[src/rtl/mux_arb_nto1_if.sv]
// mux_arb_nto1_if: handshake/bus bundle for the N-to-1 arbitrating mux.
//   valid_i  CH       per-channel request from the producers
//   data_i   CH*SIZE  packed channel data, channel k at [k*SIZE +: SIZE]
//   ready_o  CH       per-channel accept, one-hot or zero
//   valid_o  1        output register holds a valid word
//   data_o   SIZE     output register data
//   grant_o  SEL_W    channel index of the word in the output register
//   ready_i  1        consumer accepts the output word
// The "slave" modport is the mux side; "master" is the producer/consumer side.
interface mux_arb_nto1_if #(
    parameter int SIZE  = 32,
    parameter int CH    = 4,
    parameter int SEL_W = 2
);
    logic [CH-1:0]      valid_i;
    logic [CH*SIZE-1:0] data_i;
    logic [CH-1:0]      ready_o;
    logic               valid_o;
    logic [SIZE-1:0]    data_o;
    logic [SEL_W-1:0]   grant_o;
    logic               ready_i;

    modport slave (
        input  valid_i, data_i, ready_i,
        output ready_o, valid_o, data_o, grant_o
    );

    modport master (
        output valid_i, data_i, ready_i,
        input  ready_o, valid_o, data_o, grant_o
    );
endinterface

[src/rtl/mux_arb_nto1.sv]
// mux_arb_nto1: CH-channel to 1 registered multiplexer with arbitration and
// valid/ready handshake on both sides. One-deep output register, full
// throughput when the consumer drains and a producer refills in the same cycle.
//   clk_i  clock, rising edge
//   rst_i  asynchronous active-low reset
//   bus    mux_arb_nto1_if.slave (see interface file for the signal list)
// MODE = 0: round-robin starting at a rotating pointer.
// MODE = 1: fixed priority, lowest channel index wins.
// SEL_W must equal ceil(log2(CH)).
module mux_arb_nto1 #(
    parameter int SIZE  = 32,
    parameter int CH    = 4,
    parameter int SEL_W = 2,
    parameter int MODE  = 0
) (
    input  logic               clk_i,
    input  logic               rst_i,
    mux_arb_nto1_if.slave      bus
);
    // One extra bit so pointer + offset can exceed CH-1 before the wrap.
    localparam int IW = SEL_W + 1;

    logic              valid_q, valid_d;
    logic [SIZE-1:0]   data_q,  data_d;
    logic [SEL_W-1:0]  grant_q, grant_d;
    logic [SEL_W-1:0]  ptr_q,   ptr_d;

    logic              load_en;
    logic              found;
    logic [SEL_W-1:0]  win;
    logic [IW-1:0]     idx;
    logic [CH-1:0]     ready;
    logic              in_xfer;

    // Register is free, or is being drained on this edge.
    assign load_en = !valid_q || bus.ready_i;

    // Search order: fixed 0..CH-1, or rotated so the pointer is checked first.
    always_comb begin
        found = 1'b0;
        win   = '0;
        idx   = '0;
        for (int i = 0; i < CH; i++) begin
            if (MODE == 1) begin
                idx = IW'(i);
            end else begin
                idx = {1'b0, ptr_q} + IW'(i);
                if (idx >= IW'(CH)) begin
                    idx = idx - IW'(CH);
                end
            end
            if (!found && bus.valid_i[idx[SEL_W-1:0]]) begin
                found = 1'b1;
                win   = idx[SEL_W-1:0];
            end
        end
    end

    always_comb begin
        ready = '0;
        if (found) begin
            ready[win] = load_en;
        end
    end

    assign in_xfer = found && load_en;

    always_comb begin
        valid_d = valid_q;
        data_d  = data_q;
        grant_d = grant_q;
        ptr_d   = ptr_q;
        if (in_xfer) begin
            valid_d = 1'b1;
            data_d  = bus.data_i[win*SIZE +: SIZE];
            grant_d = win;
            if (MODE == 0) begin
                ptr_d = (win == SEL_W'(CH - 1)) ? '0 : win + 1'b1;
            end
        end else if (valid_q && bus.ready_i) begin
            // Drain without refill: data and grant keep their last values.
            valid_d = 1'b0;
        end
    end

    always_ff @(posedge clk_i or negedge rst_i) begin
        if (!rst_i) begin
            valid_q <= 1'b0;
            data_q  <= '0;
            grant_q <= '0;
            ptr_q   <= '0;
        end else begin
            valid_q <= valid_d;
            data_q  <= data_d;
            grant_q <= grant_d;
            ptr_q   <= ptr_d;
        end
    end

    assign bus.ready_o = ready;
    assign bus.valid_o = valid_q;
    assign bus.data_o  = data_q;
    assign bus.grant_o = grant_q;
endmodule

[src/flat_wrapper.sv]
// flat-port wrapper written by rule: the top's interface ports become plain ports
module mux_arb_nto1_flat 
#(
    parameter int SIZE  = 32,
    parameter int CH    = 4,
    parameter int SEL_W = 2,
    parameter int MODE  = 0
)
  (clk_i, rst_i, bus_valid_i, bus_data_i, bus_ready_i, bus_ready_o, bus_valid_o, bus_data_o, bus_grant_o);
  mux_arb_nto1_if #(.SIZE(SIZE), .CH(CH), .SEL_W(SEL_W)) bus_i ();
  input  logic clk_i;
  input  logic rst_i;
  input wire logic [$bits(bus_i.valid_i)-1:0] bus_valid_i;
  input wire logic [$bits(bus_i.data_i)-1:0] bus_data_i;
  input wire logic [$bits(bus_i.ready_i)-1:0] bus_ready_i;
  output wire logic [$bits(bus_i.ready_o)-1:0] bus_ready_o;
  output wire logic [$bits(bus_i.valid_o)-1:0] bus_valid_o;
  output wire logic [$bits(bus_i.data_o)-1:0] bus_data_o;
  output wire logic [$bits(bus_i.grant_o)-1:0] bus_grant_o;
  assign bus_i.valid_i = bus_valid_i;
  assign bus_i.data_i = bus_data_i;
  assign bus_i.ready_i = bus_ready_i;
  assign bus_ready_o = bus_i.ready_o;
  assign bus_valid_o = bus_i.valid_o;
  assign bus_data_o = bus_i.data_o;
  assign bus_grant_o = bus_i.grant_o;
  mux_arb_nto1 #(.SIZE(SIZE), .CH(CH), .SEL_W(SEL_W), .MODE(MODE)) u_core (.clk_i(clk_i), .rst_i(rst_i), .bus(bus_i));
endmodule
[config.mk]
export PLATFORM = sky130hd
export DESIGN_NAME = mux_arb_nto1_flat
export DESIGN_NICKNAME = d
export VERILOG_FILES = /design/src/rtl/mux_arb_nto1_if.sv /design/src/rtl/mux_arb_nto1.sv /design/src/flat_wrapper.sv
export SDC_FILE = /design/constraint.sdc
export NUM_CORES = 1
export LEC_CHECK = 0
export BUFFER_PORTS_ARGS = -buffer_cell sky130_fd_sc_hd__buf_2
export CORE_ASPECT_RATIO = 0.75
export CORE_MARGIN = 2
export CORE_UTILIZATION = 45
export CTS_BUF_LIST = sky130_fd_sc_hd__clkbuf_16
export CTS_CLUSTER_SIZE = 8
export DETAILED_ROUTE_END_ITERATION = 7
export GPL_ROUTABILITY_DRIVEN = 0
export PLACE_DENSITY = 0.95
export REMOVE_ABC_BUFFERS = 1
export SETUP_SLACK_MARGIN = 0.02
export SYNTH_ARGS = -nofsm -noshare
export SYNTH_HDL_FRONTEND = slang
export SYNTH_SLANG_ARGS = --single-unit
[constraint.sdc]
create_clock -name clk_i -period 3.2 [get_ports clk_i]
set_input_delay 0.32 -clock clk_i [delete_from_list [all_inputs] [get_ports clk_i]]
set_output_delay 0.32 -clock clk_i [all_outputs]
set_load 0.1 [all_outputs]
==> key figures, run 1 <==
Die
  • Row Count: 23
  • Die footprint: approximately 6200 µm²
  • Die boundary height: about 70 µm
  • Core area: 5380 µm²
  • I/O pin count: 174
  • Initial core utilization: 0.468
  • Die width: 90.4 µm

Setup path
  • Worst Path Required: around 2.9 ns
  • WP buf/inv: 2
  • Worst path cell trace: mux2_4, o221a_4, buf_4, nor2_1, buf_2
  • Crit. End Element: output pin
  • Critical-path top delay cell: dfrtp_1
  • CP max FO: 40
  • Crit Path Class: reg -> out
  • Worst setup SP type: flip-flop
  • CP arrival: about 2.4 ns
  • Critical Path Max Stage Delay: 0.45 ns
  • Top Family by Delay on Critical Path: buffers and inverters

Route
  • First-pass iteration count of the detailed router: 6
  • Final wirelength: around 7500 µm
  • Vias post-DR: approximately 2.9k
  • DRC viols: 0
  • 1st-iter DRT viols: approximately 170
  • Via density: just over 5
  • WL per Instance: 13.3 µm
  • Routed Antenna Nets: 0

Timing
  • Pins Over Slew Limit: 0
  • Worst-margin pin slew: about 0.82 ns
  • Relative slew margins: 0.451
  • Tcrit/Tclk final: 0.834
  • Final min period: around 2.7 ns
  • Final WS setup: 0.531 ns
  • Final setup fails: 0
  • RSZ-0062 raised after global routing: false
  • FMAX: between 300 and 400 MHz
  • Fin. Hold Viols: 0
  • Clk_skew: 0.00461 ns

Power and ir drop
  • Pwr Density: between 1000 and 1500 nW/µm²
  • LEAKAGE: between 0.002 and 0.0025 µW
  • Max IR drop VDD: 585 µV

Cells and area
  • Fillcell total: approximately 470
  • Diode count: 0
  • Layout Nets: between 600 and 700
  • Register area: 926 µm²
  • Multi-input gate area: 1410 µm²
  • Layout Area Growth over Synthesis: 39.6%
  • Design Area, Final: between 3000 and 4000 µm²
  • Share of cells above drive strength 1: 0.458

Clocking
  • Post-CTS setup buffer count: 0
  • Skew-Pair Late Insertion Delay: 0.27 ns
  • CTS Buf Count: 5
  • Clock Tree Root: clkbuf_16
  • Clock slew at the register clock pins of the worst setup and hold paths: 0.05 ns
  • Cts repair resizes: 0
  • Hold buffer count at CTS: 0
  • H-tree levels: 2
  • CTS max path bufs: 2
  • Clock sink total: 37
  • TritonCTS clock tree: done

Yosys
  • Register area share after synthesis: 0.368
  • Avg Inst Size Synth: between 7 and 8 µm²
  • Yosys reg bits: 37
  • Synth unique cells: 26
  • Post-Syn Area: roughly 2500 µm²
  • Cells after Synth: between 300 and 400
  • Ys Warns: 0

Job
  • Max-cap viol count: 0

GRT
  • Total gr overflow: 0
  • Initial antenna violation count: 0
  • GR Util All Layers: 0.234
  • First-pass GRT wire length: approximately 12000 µm
  • Pin count of the biggest net entering global routing: 41
  • Vias in the first global route: 2679

Place
  • PortBufs: about 170
  • DP Worst Slack: 0.859 ns
  • Placed cell areas: ~3400 µm²
  • Half-perimeter wire length after placement: ~5700 µm

Outcome
  • Status: finished, final reports clean

Worst hold path
  • Worst min path class: in -> async
## kinds of logic after synthesis
family,count (synthesis),share of synthesized area
fa+ha+maj,2,0.00993
flops,37,0.368
compound gates,104,0.312
simple gates,149,0.232
buf+inv,29,0.0720
mux,1,0.00596
## worst reg2reg max path: cells and delay by family, from the launching register on
family / cells / cell delay [ns]
buffers and inverters: 1 / 0.37
AND/OR/NAND/NOR: 2 / 0.67
AO/OA/AOI/OAI: 3 / 0.71
flip-flops: 1 / 0.45
## power breakdown
part	internal, µW	switching (µW)	leakage (µW)
Clock	279	164	0.0000776
Sequential	646	111	0.000455
Combinational	462	1870	0.00148
## layout make-up
type,instances,share of cell area
flip-flops and latches,37,0.263
repair buffers,180,0.265
well taps,75,0.0267
inverters,4,0.00427
multi-input cells,256,0.402
clock inverters,3,0.00320
clock buffers,5,0.0356
## synthesized netlist by cell type
| master | number | area, µm² |
|---|---|---|
| nand2_1 | 139 | 522 |
| a21oi_1 | 37 | 185 |
| dfrtp_1 | 37 | 926 |
| a211o_1 | 32 | 280 |
| a21oi_2 | 29 | 254 |
| clkbuf_1 | 10 | 37.5 |
| buf_6 | 7 | 78.8 |
| buf_2 | 4 | 20.0 |
| buf_4 | 4 | 30.0 |
| nor2_1 | 3 | 11.3 |
| and2_1 | 2 | 12.5 |
| ha_1 | 2 | 25.0 |
| inv_1 | 2 | 7.51 |
| inv_2 | 2 | 7.51 |
| a21boi_0 | 1 | 7.51 |
| a21o_1 | 1 | 7.51 |
| a311oi_2 | 1 | 15.0 |
| mux2_4 | 1 | 15.0 |
| nand2b_1 | 1 | 6.26 |
| nor2b_1 | 1 | 6.26 |
| nor4_2 | 1 | 12.5 |
| o21a_1 | 1 | 7.51 |
| o21ai_2 | 1 | 8.76 |
| o221a_4 | 1 | 20.0 |
| or3_1 | 1 | 6.26 |
| or3b_1 | 1 | 8.76 |
## metrics by stage
stage | hold WS, ns | utilization | setup TNS [ns] | cells | power (µW)
finish | 0.143 | 0.654 | 0 | 560 | 3540
global route | 0.212 | 0.654 | 0 | 560 | 3700
CTS | 0.174 | 0.654 | 0 | 560 | 3550
detailed placement | 0.467 | 0.628 | 0 | 552 | 3100
global placement | 0.453 | 0.628 | 0 | 552 | 3050
floorplan | 0.0244 | - | -0.130 | 297 | 2610
## state kept, by name, indices dropped and copies added, names as in the netlist
register / cells
u_core.bus.data_o: 32
u_core.bus.grant_o: 2
u_core.ptr_q: 2
u_core.bus.valid_o: 1
## routing by layer
metal  GRT usage  share of wire
met2       0.450           0.50
met3      0.0533          0.073
met4      0.0692         0.0082
met1       0.269           0.42
met5           0              0
## placed cells by master, fill, tap and decap left out, types with 3 or more instances in the layout
cell type and n:
dfrtp_1 37, nand2_1 139, clkbuf_16 5, inv_1 5, nor2_1 3, a211o_1 32
buf_4 7, buf_2 172, a21oi_1 37, a21oi_2 29
## worst paths after layout
| path | start | to | slack, ns | depth (start not counted) |
|---|---|---|---|---|
| max in group asynchronous | rst_i | u_core.bus.data_o[17] | 2.53 | 1 |
| max | u_core.ptr_q[1] | bus_ready_o[0] | 0.53 | 5 |
| min in group clk_i | bus_ready_i | u_core.bus.valid_o | 0.30 | 4 |
| max reg2reg | u_core.ptr_q[1] | u_core.bus.data_o[23] | 0.88 | 6 |
| min reg2reg | u_core.bus.grant_o[1] | u_core.bus.grant_o[1] | 0.47 | 2 |
| min | rst_i | u_core.bus.data_o[24] | 0.14 | 1 |
No activity file was read; power rests on OpenSTA's default activity.
==> inputs of run 2 (changes only) <==
--- a/config.mk
+++ b/config.mk
@@ -8,12 +8,12 @@
 export BUFFER_PORTS_ARGS = -buffer_cell sky130_fd_sc_hd__buf_2
 export CORE_ASPECT_RATIO = 0.75
 export CORE_MARGIN = 2
-export CORE_UTILIZATION = 45
+export CORE_UTILIZATION = 42
 export CTS_BUF_LIST = sky130_fd_sc_hd__clkbuf_16
 export CTS_CLUSTER_SIZE = 8
 export DETAILED_ROUTE_END_ITERATION = 7
 export GPL_ROUTABILITY_DRIVEN = 0
-export PLACE_DENSITY = 0.95
+export PLACE_DENSITY = 0.9
 export REMOVE_ABC_BUFFERS = 1
 export SETUP_SLACK_MARGIN = 0.02
 export SYNTH_ARGS = -nofsm -noshare
==> constraint.sdc (replaced) <==
create_clock -name clk_i -period 2.8 [get_ports clk_i]
set_input_delay 0.28 -clock clk_i [delete_from_list [all_inputs] [get_ports clk_i]]
set_output_delay 0.28 -clock clk_i [all_outputs]
set_load 0.1 [all_outputs]
==> run 2 against run 1 <==
- non-clock buffer count up 1
- die area up 6.8%
- utilization down 4.3 points
- worst hold slack worse by 0.041 ns
- final area up 0.57%
- setup slack worse by 0.21 ns
==> key figures, run 2 (synthesis gave the netlist of run 1 again) <==
Setup path
  • CP arrival: 2.20 ns (-0.15 ns)
  • Critical-path top delay cell: dfrtp_1
  • Critical Path Max Stage Delay: 0.44 ns (about the same)
  • Crit. End Element: output pin
  • CP max FO: 40 (unchanged)
  • Crit Path Class: reg -> out
  • RR Endpoint: u_core.bus.data_o[31]
  • Worst setup SP type: flip-flop
  • FF-to-FF Start: u_core.ptr_q[1]
  • FF-to-FF setup slack: 0.54 ns (-0.34 ns)
  • Crit. Startpoint: u_core.ptr_q[1]
  • Worst Path Required: 2.52 ns (-0.36 ns)
  • Worst r2r path cells: 8 (+2)
  • Worst path cell trace: a21boi_0, o221a_4, buf_4, inv_2, ha_1, and2_1, buf_12

Place
  • Half-perimeter wire length after placement: 5660 µm (-0.46%)
  • DP Worst Slack: 0.559 ns (-0.300 ns)
  • Cells after DPL: 556 (+0.72%)
  • PortBufs: 173 (unchanged)

GRT
  • First-pass GRT wire length: 11900 µm (+0.76%)
  • Initial antenna violation count: 0 (unchanged)
  • Vias in the first global route: 2673 (-0.22%)
  • Total gr overflow: 0 (unchanged)
  • GR Util All Layers: 0.223 (-0.0115)
  • Pin count of the biggest net entering global routing: 41 (unchanged)

Power and ir drop
  • Max IR drop VDD: 591 µV (+0.98%)
  • LEAKAGE: 0.00201 µW (about the same)
  • Pwr Density: 1140 nW/µm² (+14%)
  • Total power after layout: 4050 µW (+14%)

Route
  • Final wirelength: 7550 µm (+1.2%)
  • DRC viols: 0 (unchanged)
  • First-pass iteration count of the detailed router: 4 (-2)
  • 1st-iter DRT viols: 113 (-34%)
  • Routed Antenna Nets: 0 (unchanged)
  • Via density: 5.13 (-0.29%)
  • Vias post-DR: 2888 (+0.24%)
  • WL per Instance: 13.4 µm (+0.68%)

Clocking
  • CTS max path bufs: 2 (unchanged)
  • Clock sink total: 37 (unchanged)
  • Clock slew at the register clock pins of the worst setup and hold paths: 0.05 ns (about the same)
  • H-tree levels: 2 (unchanged)
  • Cts repair resizes: 0 (unchanged)
  • CTS Buf Count: 5 (unchanged)
  • Hold buffer count at CTS: 0 (unchanged)
  • TritonCTS clock tree: done
  • Skew-Pair Late Insertion Delay: 0.27 ns (about the same)
  • Post-CTS setup buffer count: 0 (unchanged)
  • Clock Tree Root: clkbuf_16

Die
  • Initial core utilization: 0.435 (-0.0334)
  • I/O pin count: 174 (unchanged)
  • Die footprint: 6640 µm² (+6.8%)
  • Die boundary height: 71.1 µm (+3.3%)
  • Row Count: 24 (+4.3%)
  • Die width: 93.4 µm (+3.4%)
  • Core area: 5800 µm² (+7.7%)

Outcome
  • Status: finished, final reports clean

Timing
  • Tcrit/Tclk final: 0.886
  • Final WS setup: 0.319 ns (-0.212 ns)
  • Fin. Hold Viols: 0 (unchanged)
  • Pins Over Slew Limit: 0 (unchanged)
  • Relative slew margins: 0.454 (+0.00345)
  • Worst-margin pin slew: 0.819 ns (-0.00518 ns)
  • Clk_skew: 0.00576 ns (+0.00115 ns)
  • FMAX: between 400 and 500 MHz
  • Final setup fails: 0 (unchanged)
  • Final min period: ~2.5 ns
  • Hold_ws: 0.102 ns (-0.0406 ns)
  • RSZ-0062 raised after global routing: false

Cells and area
  • Share of cells above drive strength 1: 0.460 (+0.00206)
  • Layout Area Growth over Synthesis: 40.4%
  • Final Util: 0.610 (-0.0432)
  • Non-filler instance count after layout: 563 (+0.54%)
  • Fillcell total: 512 (+8.2%)
  • Max reg flops: 32 (unchanged)
  • Diode count: 0 (unchanged)
  • Layout Nets: 622 (+0.16%)
  • Register area: 926 µm² (unchanged)
  • Most frequent cells in the layout: buf_2, nand2_1, a21oi_1, dfrtp_1, a211o_1
  • Multi-input gate area: 1410 µm² (unchanged)
  • Most common cell after layout, fill and taps aside: buf_2

Worst hold path
  • Worst min path class: in -> async

Job
  • Max-cap viol count: 0 (unchanged)
run 2: changes by cell type in the layout (fill, tap and decap cells not counted):
cell / delta
clkinv_1: +1
inv_1: -2
buf_12: +1
run 2: area by class of cell:
class / count / share of cell area
timing repair buffer: 181 / 0.270
clock buffer: 5 / 0.0354
inverter: 4 / 0.00424
tap: 78 / 0.0276
multi-input combinational: 256 / 0.399
sequential: 37 / 0.262
clock inverter: 2 / 0.00212
run 2: metal layers:
metal | up-vias | GRT usage | routed length [µm]
met3 | 4 | 0.0469 | 616
met2 | 129 | 0.413 | 3790
li1 | 1416 | - | -
met1 | 1339 | 0.267 | 3110
met5 | - | 0 | 0
met4 | 0 | 0.0474 | 37
run 2: through the flow:
stage	area (µm²)	setup TNS (ns)
final	3540	0
after floorplan	2350	-13.14
after global routing	3540	0
after detailed placement	3400	0
after CTS	3540	0
after global placement	3400	0
run 2: power by group:
part	switching [µW]	internal (µW)
combinational	2140	539
clock	190	318
sequential	124	738
total	2450	1590
run 2: worst max path at each step:
stage	endpoint	slack (ns)	depth (start not counted)
global route	bus_ready_o[2]	0.21	7
global placement	u_core.bus.data_o[27]	0.69	8
CTS	bus_ready_o[2]	0.30	7
finish	bus_ready_o[2]	0.32	7
floorplan	u_core.bus.data_o[31]	-0.44	4
detailed placement	u_core.bus.data_o[31]	0.56	8
run 2: worst max-delay path, delay by kind of cell (launching register included):
family          cells  cell delay, ns
flops               1            0.44
compound gates      2            0.52
fa+ha+maj           1            0.19
buf+inv             3            0.61
simple gates        1            0.16
==> inputs of run 3 (changes only) <==
--- a/config.mk
+++ b/config.mk
@@ -16,6 +16,7 @@
 export PLACE_DENSITY = 0.9
 export REMOVE_ABC_BUFFERS = 1
 export SETUP_SLACK_MARGIN = 0.02
+export SLEW_MARGIN = 0
 export SYNTH_ARGS = -nofsm -noshare
 export SYNTH_HDL_FRONTEND = slang
 export SYNTH_SLANG_ARGS = --single-unit
==> constraint.sdc (replaced) <==
create_clock -name clk_i -period 2.8 [get_ports clk_i]
set_input_delay 0.28 -clock clk_i [delete_from_list [all_inputs] [get_ports clk_i]]
set_output_delay 0.28 -clock clk_i [all_outputs]
set_load 0.01 [all_outputs]
==> run 3 against run 2 <==
- non-clock buffer count shrank 2
- total power down 36%
- critical path depth fell by 2
- maximum frequency up 0.32%
- setup slack better by 0.0080 ns
- final cell count decreased by 0.36%
- via count down 1.2%
- sequential power about the same
- utilization down 0.52 points
==> key figures, run 3 (synthesis gave the netlist of run 1 again) <==
Outcome
  • Status: finished, final reports clean

Die
  • I/O pin count: 174 (unchanged)
  • Initial core utilization: 0.435 (unchanged)
  • Die footprint: 6640 µm² (unchanged)
  • Die boundary height: 71.1 µm (unchanged)
  • Die width: 93.4 µm (unchanged)
  • Row Count: 24 (unchanged)
  • Core area: 5800 µm² (unchanged)

Power and ir drop
  • Net switching power figure: 1030 µW (-58%)
  • Gate power share: 0.474 (-0.187)
  • Seq pwr share: 0.331 (+0.118)
  • Pwr Density: 744 nW/µm² (-35%)
  • Clock power share: 0.195 (+0.069)
  • Net Sw Frac: 0.395 (-0.211)
  • LEAKAGE: 0.00200 µW (-0.62%)
  • Internal power: 1580 µW (-0.97%)
  • Max IR drop VDD: 319 µV (-46%)

Timing
  • Hold_ws: 0.104 ns (+0.00189 ns)
  • FMAX: 404 MHz (+0.32%)
  • Clk_skew: 0.00492 ns (-0.000837 ns)
  • Relative slew margins: 0.451 (-0.00286)
  • Final setup fails: 0 (unchanged)
  • Fin. Hold Viols: 0 (unchanged)
  • Pins Over Slew Limit: 0 (unchanged)
  • Total Neg Setup Slack: 0 ns (unchanged)
  • Final min period: 2.47 ns (-0.00796 ns)
  • Worst-margin pin slew: 0.823 ns (+0.00430 ns)
  • RSZ-0062 raised after global routing: false
  • Tcrit/Tclk final: 0.883 (-0.00284)
  • Final WS setup: 0.327 ns (+0.00796 ns)

Setup path
  • Critical-path top delay cell: o221a_4
  • Crit. End Element: output pin
  • Worst Path Required: 2.52 ns (about the same)
  • Critical Path Max Stage Delay: 0.51 ns (+0.07 ns)
  • Top Family by Delay on Critical Path: compound AO/OA/AOI/OAI gates
  • WP buf/inv: 2 (-1)
  • Worst path cell trace: a21boi_0, o221a_4, buf_4, nor2_1, buf_2
  • Worst setup SP type: flip-flop
  • Crit Path Class: reg -> out
  • CP max FO: 35 (-13%)
  • CP arrival: 2.19 ns (about the same)

Cells and area
  • Most frequent cells in the layout: buf_2, nand2_1, a21oi_1, dfrtp_1, a211o_1
  • Most common cell after layout, fill and taps aside: buf_2
  • Diode count: 0 (unchanged)
  • Non-filler instance count after layout: 561 (-0.36%)
  • Layout Nets: 620 (-0.32%)
  • Design Area, Final: 3510 µm² (-0.85%)
  • Share of cells above drive strength 1: 0.458 (-0.00224)
  • Max reg flops: 32 (unchanged)
  • Layout Area Growth over Synthesis: 39.2%
  • Fillcell total: 538 (+5.1%)

Place
  • PortBufs: 173 (unchanged)
  • DP Worst Slack: 0.627 ns (+0.0677 ns)
  • Placed cell areas: 3370 µm² (-0.88%)
  • Cells after DPL: 554 (-0.36%)
  • Half-perimeter wire length after placement: 5470 µm (-3.3%)

Clocking
  • CTS Buf Count: 5 (unchanged)
  • TritonCTS clock tree: done
  • Post-CTS setup buffer count: 0 (unchanged)
  • Hold buffer count at CTS: 0 (unchanged)
  • Skew-Pair Late Insertion Delay: 0.27 ns (about the same)
  • Clock slew at the register clock pins of the worst setup and hold paths: 0.05 ns (about the same)
  • CTS max path bufs: 2 (unchanged)
  • H-tree levels: 2 (unchanged)
  • Clock Tree Root: clkbuf_16
  • Cts repair resizes: 0 (unchanged)
  • Clock sink total: 37 (unchanged)

GRT
  • GR Util All Layers: 0.220 (-0.00305)
  • Total gr overflow: 0 (unchanged)
  • Initial antenna violation count: 0 (unchanged)
  • Pin count of the biggest net entering global routing: 38 (-7.3%)
  • Vias in the first global route: 2690 (+0.64%)
  • First-pass GRT wire length: 11800 µm (-0.75%)

Route
  • Routed Antenna Nets: 0 (unchanged)
  • DRC viols: 0 (unchanged)
  • Final wirelength: 7440 µm (-1.5%)
  • 1st-iter DRT viols: 147 (+30%)
  • Via density: 5.09 (-0.82%)
  • WL per Instance: 13.3 µm (-1.2%)
  • First-pass iteration count of the detailed router: 4 (unchanged)
  • Vias post-DR: 2854 (-1.2%)

Job
  • Max-cap viol count: 0 (unchanged)

Worst hold path
  • Worst min path class: in -> async
run 3: changes by cell type in the layout (fill, tap and decap cells not counted), sizes merged:
cell	delta
buf	-2
run 3: stage by stage:
stage,util,total power [µW]
after floorplan,-,1600
after global placement,0.582,2060
after detailed placement,0.582,2110
after CTS,0.605,2630
after global routing,0.605,2810
final,0.605,2610
run 3: final timing paths:
check,startpoint,endpoint,slack (ns),cells after the start
min reg2reg,u_core.bus.data_o[23],u_core.bus.data_o[23],0.48,1
min in group clk_i,bus_ready_i,u_core.bus.valid_o,0.26,4
max reg2reg,u_core.ptr_q[1],u_core.bus.data_o[2],0.62,7
min,rst_i,u_core.bus.data_o[15],0.10,1
max,u_core.ptr_q[1],bus_ready_o[0],0.33,5
max in group asynchronous,rst_i,u_core.bus.data_o[29],2.17,1
run 3: cell type report:
cell class	count	area (µm²)	area share
flip-flops and latches	37	926	0.264
multi-input cells	256	1410	0.403
clock inverters	2	7.51	0.00214
repair buffers	179	923	0.263
inverters	4	15.0	0.00428
well taps	78	97.6	0.0278
clock buffers	5	125	0.0357
run 3: per-layer routing:
| metal | part of all wire | GRT usage | vias up |
|---|---|---|---|
| met5 | 0 | 0 | - |
| met4 | 0.0071 | 0.0572 | 0 |
| met3 | 0.078 | 0.0501 | 6 |
| met2 | 0.50 | 0.406 | 121 |
| met1 | 0.41 | 0.257 | 1314 |
| li1 | - | - | 1413 |
run 3: power by group through the flow:
stage / clock network, µW / registers (µW) / logic (µW)
finish: 508 / 864 / 1240
global route: 557 / 887 / 1370
CTS: 524 / 863 / 1250
detailed placement: 0 / 866 / 1240
global placement: 0 / 862 / 1200
floorplan: 0 / 949 / 647
